==> config.mk <==
export PLATFORM = sky130hd
export DESIGN_NAME = sram_arbiter
export DESIGN_NICKNAME = d
export VERILOG_FILES = /design/src/rtl/sram_arbiter_pkg.sv /design/src/rtl/wait_counter.sv /design/src/rtl/sram_arbiter.sv
export SDC_FILE = /design/constraint.sdc
export NUM_CORES = 1
export LEC_CHECK = 0
export CAP_MARGIN = 20
export CORE_MARGIN = 10
export CORE_UTILIZATION = 39
export CTS_BUF_LIST = sky130_fd_sc_hd__clkbuf_4 sky130_fd_sc_hd__clkbuf_8 sky130_fd_sc_hd__clkbuf_16
export DETAILED_ROUTE_END_ITERATION = 8
export GPL_TIMING_DRIVEN = 0
export PLACE_DENSITY = 0.93
export SETUP_SLACK_MARGIN = 0.15
export SYNTH_ARGS = -nofsm -noshare
export SYNTH_HDL_FRONTEND = slang
export SYNTH_SLANG_ARGS = --single-unit
==> constraint.sdc <==
create_clock -name Clk -period 1.72 [get_ports Clk]
set_input_delay 0.344 -clock Clk [delete_from_list [all_inputs] [get_ports Clk]]
set_output_delay 0.344 -clock Clk [all_outputs]
set_load 0.005 [all_outputs]
==> src/rtl/sram_arbiter_pkg.sv <==
// Shared types and constants for the two-port asynchronous SRAM arbiter.
package sram_arbiter_pkg;

  typedef enum logic [1:0] {
    ST_IDLE   = 2'd0,
    ST_SETUP  = 2'd1,
    ST_ACCESS = 2'd2,
    ST_DONE   = 2'd3
  } state_e;

  localparam logic GRANT_CPU = 1'b0;
  localparam logic GRANT_LDR = 1'b1;

  localparam int DEF_WAIT_CYCLES = 2;
  // Wide enough for the largest legal access phase (15 clocks).
  localparam int CNT_W = 4;

endpackage

==> src/rtl/wait_counter.sv <==
// Loadable down-counter that times the SRAM access phase.
module wait_counter
  import sram_arbiter_pkg::*;
#(
  parameter int W = CNT_W
) (
  input  logic         clk,
  input  logic         rst,
  input  logic         load,
  input  logic [W-1:0] load_val,
  input  logic         dec,
  output logic         zero
);

  logic [W-1:0] cnt_q, cnt_d;

  always_comb begin
    cnt_d = cnt_q;
    if (load)
      cnt_d = load_val;
    else if (dec && (cnt_q != '0))
      cnt_d = cnt_q - 1'b1;
  end

  always_ff @(posedge clk) begin
    if (rst) cnt_q <= '0;
    else     cnt_q <= cnt_d;
  end

  assign zero = (cnt_q == '0);

endmodule

==> src/rtl/sram_arbiter.sv <==
// Round-robin arbiter granting a CPU port and a loader port access to one
// asynchronous 16-bit SRAM through an IDLE/SETUP/ACCESS/DONE sequence.
module sram_arbiter
  import sram_arbiter_pkg::*;
#(
  parameter int WAIT_CYCLES = DEF_WAIT_CYCLES,
  parameter int ADDR_W      = 20
) (
  input  logic              Clk,
  input  logic              Reset,
  input  logic              Cpu_Req,
  input  logic              Cpu_WE,
  input  logic [1:0]        Cpu_BE,
  input  logic [ADDR_W-1:0] Cpu_Addr,
  input  logic [15:0]       Cpu_WData,
  output logic              Cpu_Ack,
  input  logic              Ldr_Req,
  input  logic              Ldr_WE,
  input  logic [1:0]        Ldr_BE,
  input  logic [ADDR_W-1:0] Ldr_Addr,
  input  logic [15:0]       Ldr_WData,
  output logic              Ldr_Ack,
  output logic [15:0]       RData,
  output logic              Busy,
  output logic              Grant,
  output logic              Mem_CE,
  output logic              Mem_UB,
  output logic              Mem_LB,
  output logic              Mem_OE,
  output logic              Mem_WE,
  output logic [ADDR_W-1:0] ADDR,
  output logic [15:0]       Data_Out,
  output logic              Data_Drive,
  input  logic [15:0]       Data_In
);

  localparam logic [CNT_W-1:0] LOAD_VAL = CNT_W'(WAIT_CYCLES - 1);

  state_e            state_q, state_d;
  logic              grant_q, grant_d;
  logic              last_q, last_d;
  logic              we_q, we_d;
  logic [1:0]        be_q, be_d;
  logic [ADDR_W-1:0] addr_q, addr_d;
  logic [15:0]       wdata_q, wdata_d;
  logic [15:0]       rdata_q, rdata_d;
  logic              win;
  logic              cnt_load, cnt_dec, cnt_zero;

  wait_counter #(.W(CNT_W)) u_wait (
    .clk      (Clk),
    .rst      (Reset),
    .load     (cnt_load),
    .load_val (LOAD_VAL),
    .dec      (cnt_dec),
    .zero     (cnt_zero)
  );

  // On a tie the port that did not win last time gets the bus.
  assign win = (Cpu_Req && Ldr_Req) ? ~last_q : Ldr_Req;

  always_comb begin
    state_d  = state_q;
    grant_d  = grant_q;
    last_d   = last_q;
    we_d     = we_q;
    be_d     = be_q;
    addr_d   = addr_q;
    wdata_d  = wdata_q;
    rdata_d  = rdata_q;
    cnt_load = 1'b0;
    cnt_dec  = 1'b0;
    case (state_q)
      ST_IDLE: begin
        if (Cpu_Req || Ldr_Req) begin
          state_d = ST_SETUP;
          grant_d = win;
          last_d  = win;
          if (win == GRANT_LDR) begin
            we_d = Ldr_WE; be_d = Ldr_BE; addr_d = Ldr_Addr; wdata_d = Ldr_WData;
          end else begin
            we_d = Cpu_WE; be_d = Cpu_BE; addr_d = Cpu_Addr; wdata_d = Cpu_WData;
          end
        end
      end
      ST_SETUP: begin
        cnt_load = 1'b1;
        state_d  = ST_ACCESS;
      end
      ST_ACCESS: begin
        if (cnt_zero) begin
          state_d = ST_DONE;
          if (!we_q) rdata_d = Data_In;
        end else begin
          cnt_dec = 1'b1;
        end
      end
      ST_DONE:  state_d = ST_IDLE;
      default:  state_d = ST_IDLE;
    endcase
  end

  always_ff @(posedge Clk) begin
    if (Reset) begin
      state_q <= ST_IDLE;
      grant_q <= GRANT_CPU;
      last_q  <= GRANT_LDR;
      we_q    <= 1'b0;
      be_q    <= 2'b00;
      addr_q  <= '0;
      wdata_q <= '0;
      rdata_q <= '0;
    end else begin
      state_q <= state_d;
      grant_q <= grant_d;
      last_q  <= last_d;
      we_q    <= we_d;
      be_q    <= be_d;
      addr_q  <= addr_d;
      wdata_q <= wdata_d;
      rdata_q <= rdata_d;
    end
  end

  // WE rises entering DONE while Data_Drive stays up, giving write hold time.
  always_comb begin
    Mem_CE     = 1'b1;
    Mem_UB     = 1'b1;
    Mem_LB     = 1'b1;
    Mem_OE     = 1'b1;
    Mem_WE     = 1'b1;
    Data_Drive = 1'b0;
    if (state_q != ST_IDLE) begin
      Mem_CE     = 1'b0;
      Mem_UB     = ~be_q[1];
      Mem_LB     = ~be_q[0];
      Data_Drive = we_q;
    end
    if ((state_q == ST_SETUP) || (state_q == ST_ACCESS))
      Mem_OE = we_q;
    if (state_q == ST_ACCESS)
      Mem_WE = ~we_q;
  end

  assign Cpu_Ack  = (state_q == ST_DONE) && (grant_q == GRANT_CPU);
  assign Ldr_Ack  = (state_q == ST_DONE) && (grant_q == GRANT_LDR);
  assign Busy     = (state_q != ST_IDLE);
  assign Grant    = grant_q;
  assign ADDR     = addr_q;
  assign Data_Out = wdata_q;
  assign RData    = rdata_q;

endmodule
==> impl_metrics.toml <==
[yosys]
synth_top_cell_area_share_pct = 42.9
synth_warnings = 0
seq_area_frac_synth_pct = 42.9
avgSynthCellArea_sq_um = 9.53
synth_mux_area_share_pct = 14.0
syn_area_sq_mm = 0.00294
synth_area_leader_cell = "dfxtp_1"
synth-compound-area-share_pct = 20.2
syn_inst = 308
ys_ff_latch = 63
synthXorXnorAreaFrac_pct = 0.298
synth-simple-area-share_pct = 12.9
synth_nets = 413
synth_cell_types = 37
synth_top_family_by_area = "compound AO/OA/AOI/OAI gates"
synthAdderAreaFrac_pct = 2.98
synth_area_leaders = "dfxtp_1, mux2i_1, a211oi_1"

[status]
status = "finished clean"

[pwr]
ir_worst_vdd_mv = 0.695
clkPwrFrac_pct = 17.0
pwr_density_cell_mw_per_mm2 = 1340
p_leak_nw = 2.41
p_seq_share_pct = 29.5
switching_power_w = 0.00268
p_int_w = 0.00461
finalPower_w = 0.00729
comb_power_share_pct = 53.5
switching_share_pct = 36.7

[finish]
area_growth_pct = 85.5
final_nets = 599
drive_above_1_share_pct = 26.3
fillCellCount = 518
antenna_cells = 0

[hold_path]
whs_path_depth = 2
min_from = "RData[0]"
whs_endpoint = "RData[0]"
hold_path.class = "flop to flop"

[route]
postRouteAntennaNets = 0
first_iter_violations = 149
dr.pass1.iters = 4
wl_met2_microns = 6020
top_layer = "met4"
wl_microns = 11200
detail_route.vias_per_cell = 5.17
wl_met1_microns = 4100
wl_per_cell_microns = 18.7
drc = 0
met3_length_microns = 888
num_vias = 3094

[timing]
setup_viol = 0
fin_ws_ps = 86.4
relSlewSlack_pct = 58.9
final_max_slew_viol_count = 0
worstMarginPinSlew_ps = 616
period_share_pct = 95.0
rsz0062_at_grt = "yes"
finClkSkew_ps = 13.7
fin_crit_ps = 1630
hold_viol_final = 0
fmax_mhz = 612

[placed_design]
gp_congestion = 0.750
io_buffers = 159
dpl.hpwl_microns = 8000
dp_slack_ps = -319

[floorplanning]
io_pins = 160
start_util_pct = 40.3
dieArea_sq_mm = 0.0114
die_y_microns = 107
die_x_microns = 107
rows = 31
core-area_sq_mm = 0.00729

[global_route]
grt_pass1_vias = 3266
antenna_found_initial = 0
grt_pass1_wl_microns = 16200
gr-total-overflow = 0
grt.total_usage_pct = 17.4
grt_max_degree = 13

[setup_path]
critPathRequiredTime_ps = 1950
critPathKind = "flop to flop"
cp-start-kind = "flop"
arrival_ps = 1860
regToRegSetupSlack_ps = 90
path_max_fanout = 5
worstReg2RegStart = "u_wait.cnt_q[0]"
r2r_cells = 6
crit_path_end_kind = "flop"
r2r_end = "RData[9]"

[cts]
tritoncts = "built"
clock-sinks = 63
cts_max_level = 3
clk_pin_slew_ps = 80
cts_max_path_buffers = 2
clockRootBuffer = "clkbuf_8"
clk-insertion-delay-late_ps = 340
numCtsBuffers = 9

[job]
cap_violations = 0
[synth_stat cells]
cell type  number
a2111oi_0       1
a211oi_1       32
a211oi_2        8
a21boi_4        1
a21oi_1        19
a22oi_1         1
a31oi_1         1
a41o_1          1
and2_1          1
and3_1          1
buf_2           8
buf_4           2
buf_6           1
buf_8           4
clkbuf_1       11
clkbuf_2        1
dfxtp_1        63
ha_1            7
inv_1           6
mux2i_1        41
nand2_1         4
nand2b_1        5
nand3_1        16
nor2_1         40
nor2b_1         3
nor3_1          4
nor3b_2         1
nor4_2          1
nor4b_1         1
o211ai_1        1
o21a_1          1
o21ai_0        14
o21ai_1         3
o21bai_1        1
or2_2           1
or3b_4          1
xor2_1          1
[how the worst max path moves through the flow]
stage	from	to	cells after the start
6_report	u_wait.cnt_q[0]	RData[9]	6
5_1_grt	u_wait.cnt_q[0]	RData[9]	6
4_1_cts	state_q[0]	Mem_LB	5
3_5_place_dp	Reset	ADDR[2]	4
3_3_place_gp	Reset	ADDR[3]	4
2_1_floorplan	state_q[0]	ADDR[4]	7
[repair_timing]
item                       in CTS  in global routing
buffers inserted                6                  6
setup endpoints to repair      70                 90
hold buffers                    0                  0
gates resized for setup        92                 91
pin swaps                       2                  6
gates cloned                    0                  4
[logic make-up after synthesis]
logic type | after synthesis
adder cells (fa/ha/maj) | 7
AO/OA/AOI/OAI | 84
flip-flops | 63
buffers and inverters | 33
multiplexers | 41
XOR/XNOR | 1
AND/OR/NAND/NOR | 79
[metrics by stage]
| stage | util [%] | std cells | area (sq um) | TNS [ps] | hold WS (ps) |
|---|---|---|---|---|---|
| after floorplan | - | 308 | 2940 | 0 | 470 |
| after global placement | 63.8 | 566 | 4650 | -11150 | 460 |
| after detailed placement | 63.8 | 566 | 4650 | -12210 | 473 |
| after CTS | 68.8 | 588 | 5010 | 0 | 481 |
| after global routing | 74.7 | 598 | 5450 | 0 | 512 |
| final | 74.7 | 598 | 5450 | 0 | 480 |
[final cells by class]
cell class | count | area [sq um] | share of cell area (%)
Clock buffer | 11 | 151 | 2.78
Buffer | 27 | 277 | 5.08
Multi-Input combinational cell | 212 | 1730 | 31.8
Timing Repair Buffer | 175 | 1820 | 33.4
Tap cell | 99 | 124 | 2.27
Sequential cell | 63 | 1270 | 23.4
Inverter | 6 | 32.5 | 0.597
Clock inverter | 5 | 38.8 | 0.712
[power groups by stage]
stage | logic (W) | clock network [W] | registers, W
after global placement | 0.00289 | 0 | 0.00210
after global routing | 0.00419 | 0.00130 | 0.00219
final | 0.00390 | 0.00124 | 0.00215
after detailed placement | 0.00298 | 0 | 0.00213
after CTS | 0.00333 | 0.00123 | 0.00212
after floorplan | 0.00148 | 0 | 0.00213
[sequential cells by signal, summed over array words and instances, names as in the netlist]
register,flops
ADDR,20
Data_Out,16
Grant,1
RData,16
be_q,2
last_q,1
state_q,2
u_wait.cnt_q,4
we_q,1
[critical path: stages, from the launching register on]
cell and delay [ps]:
dfxtp_2 350, inv_2 90, ha_4 140, or3b_4 420, buf_2 180, o21ai_0 230, a21oi_1 100
[cell usage in the layout, fill, tap and decap left out, types with 13 or more instances in the layout]
master / count
dlymetal6s2s_1: 26
mux2i_1: 32
a211oi_1: 13
a21oi_1: 16
dfxtp_1: 58
nand3_1: 16
nor2_1: 40
a211oi_2: 26
clkdlybuf4s50_1: 120
[per-layer routing]
metal  track usage, %  up-vias
met5                0        -
met4             5.61        0
met3             7.19       23
met2             31.9      124
met1             17.4     1458
li1                 -     1489
No activity file was read; power rests on OpenSTA's default activity.
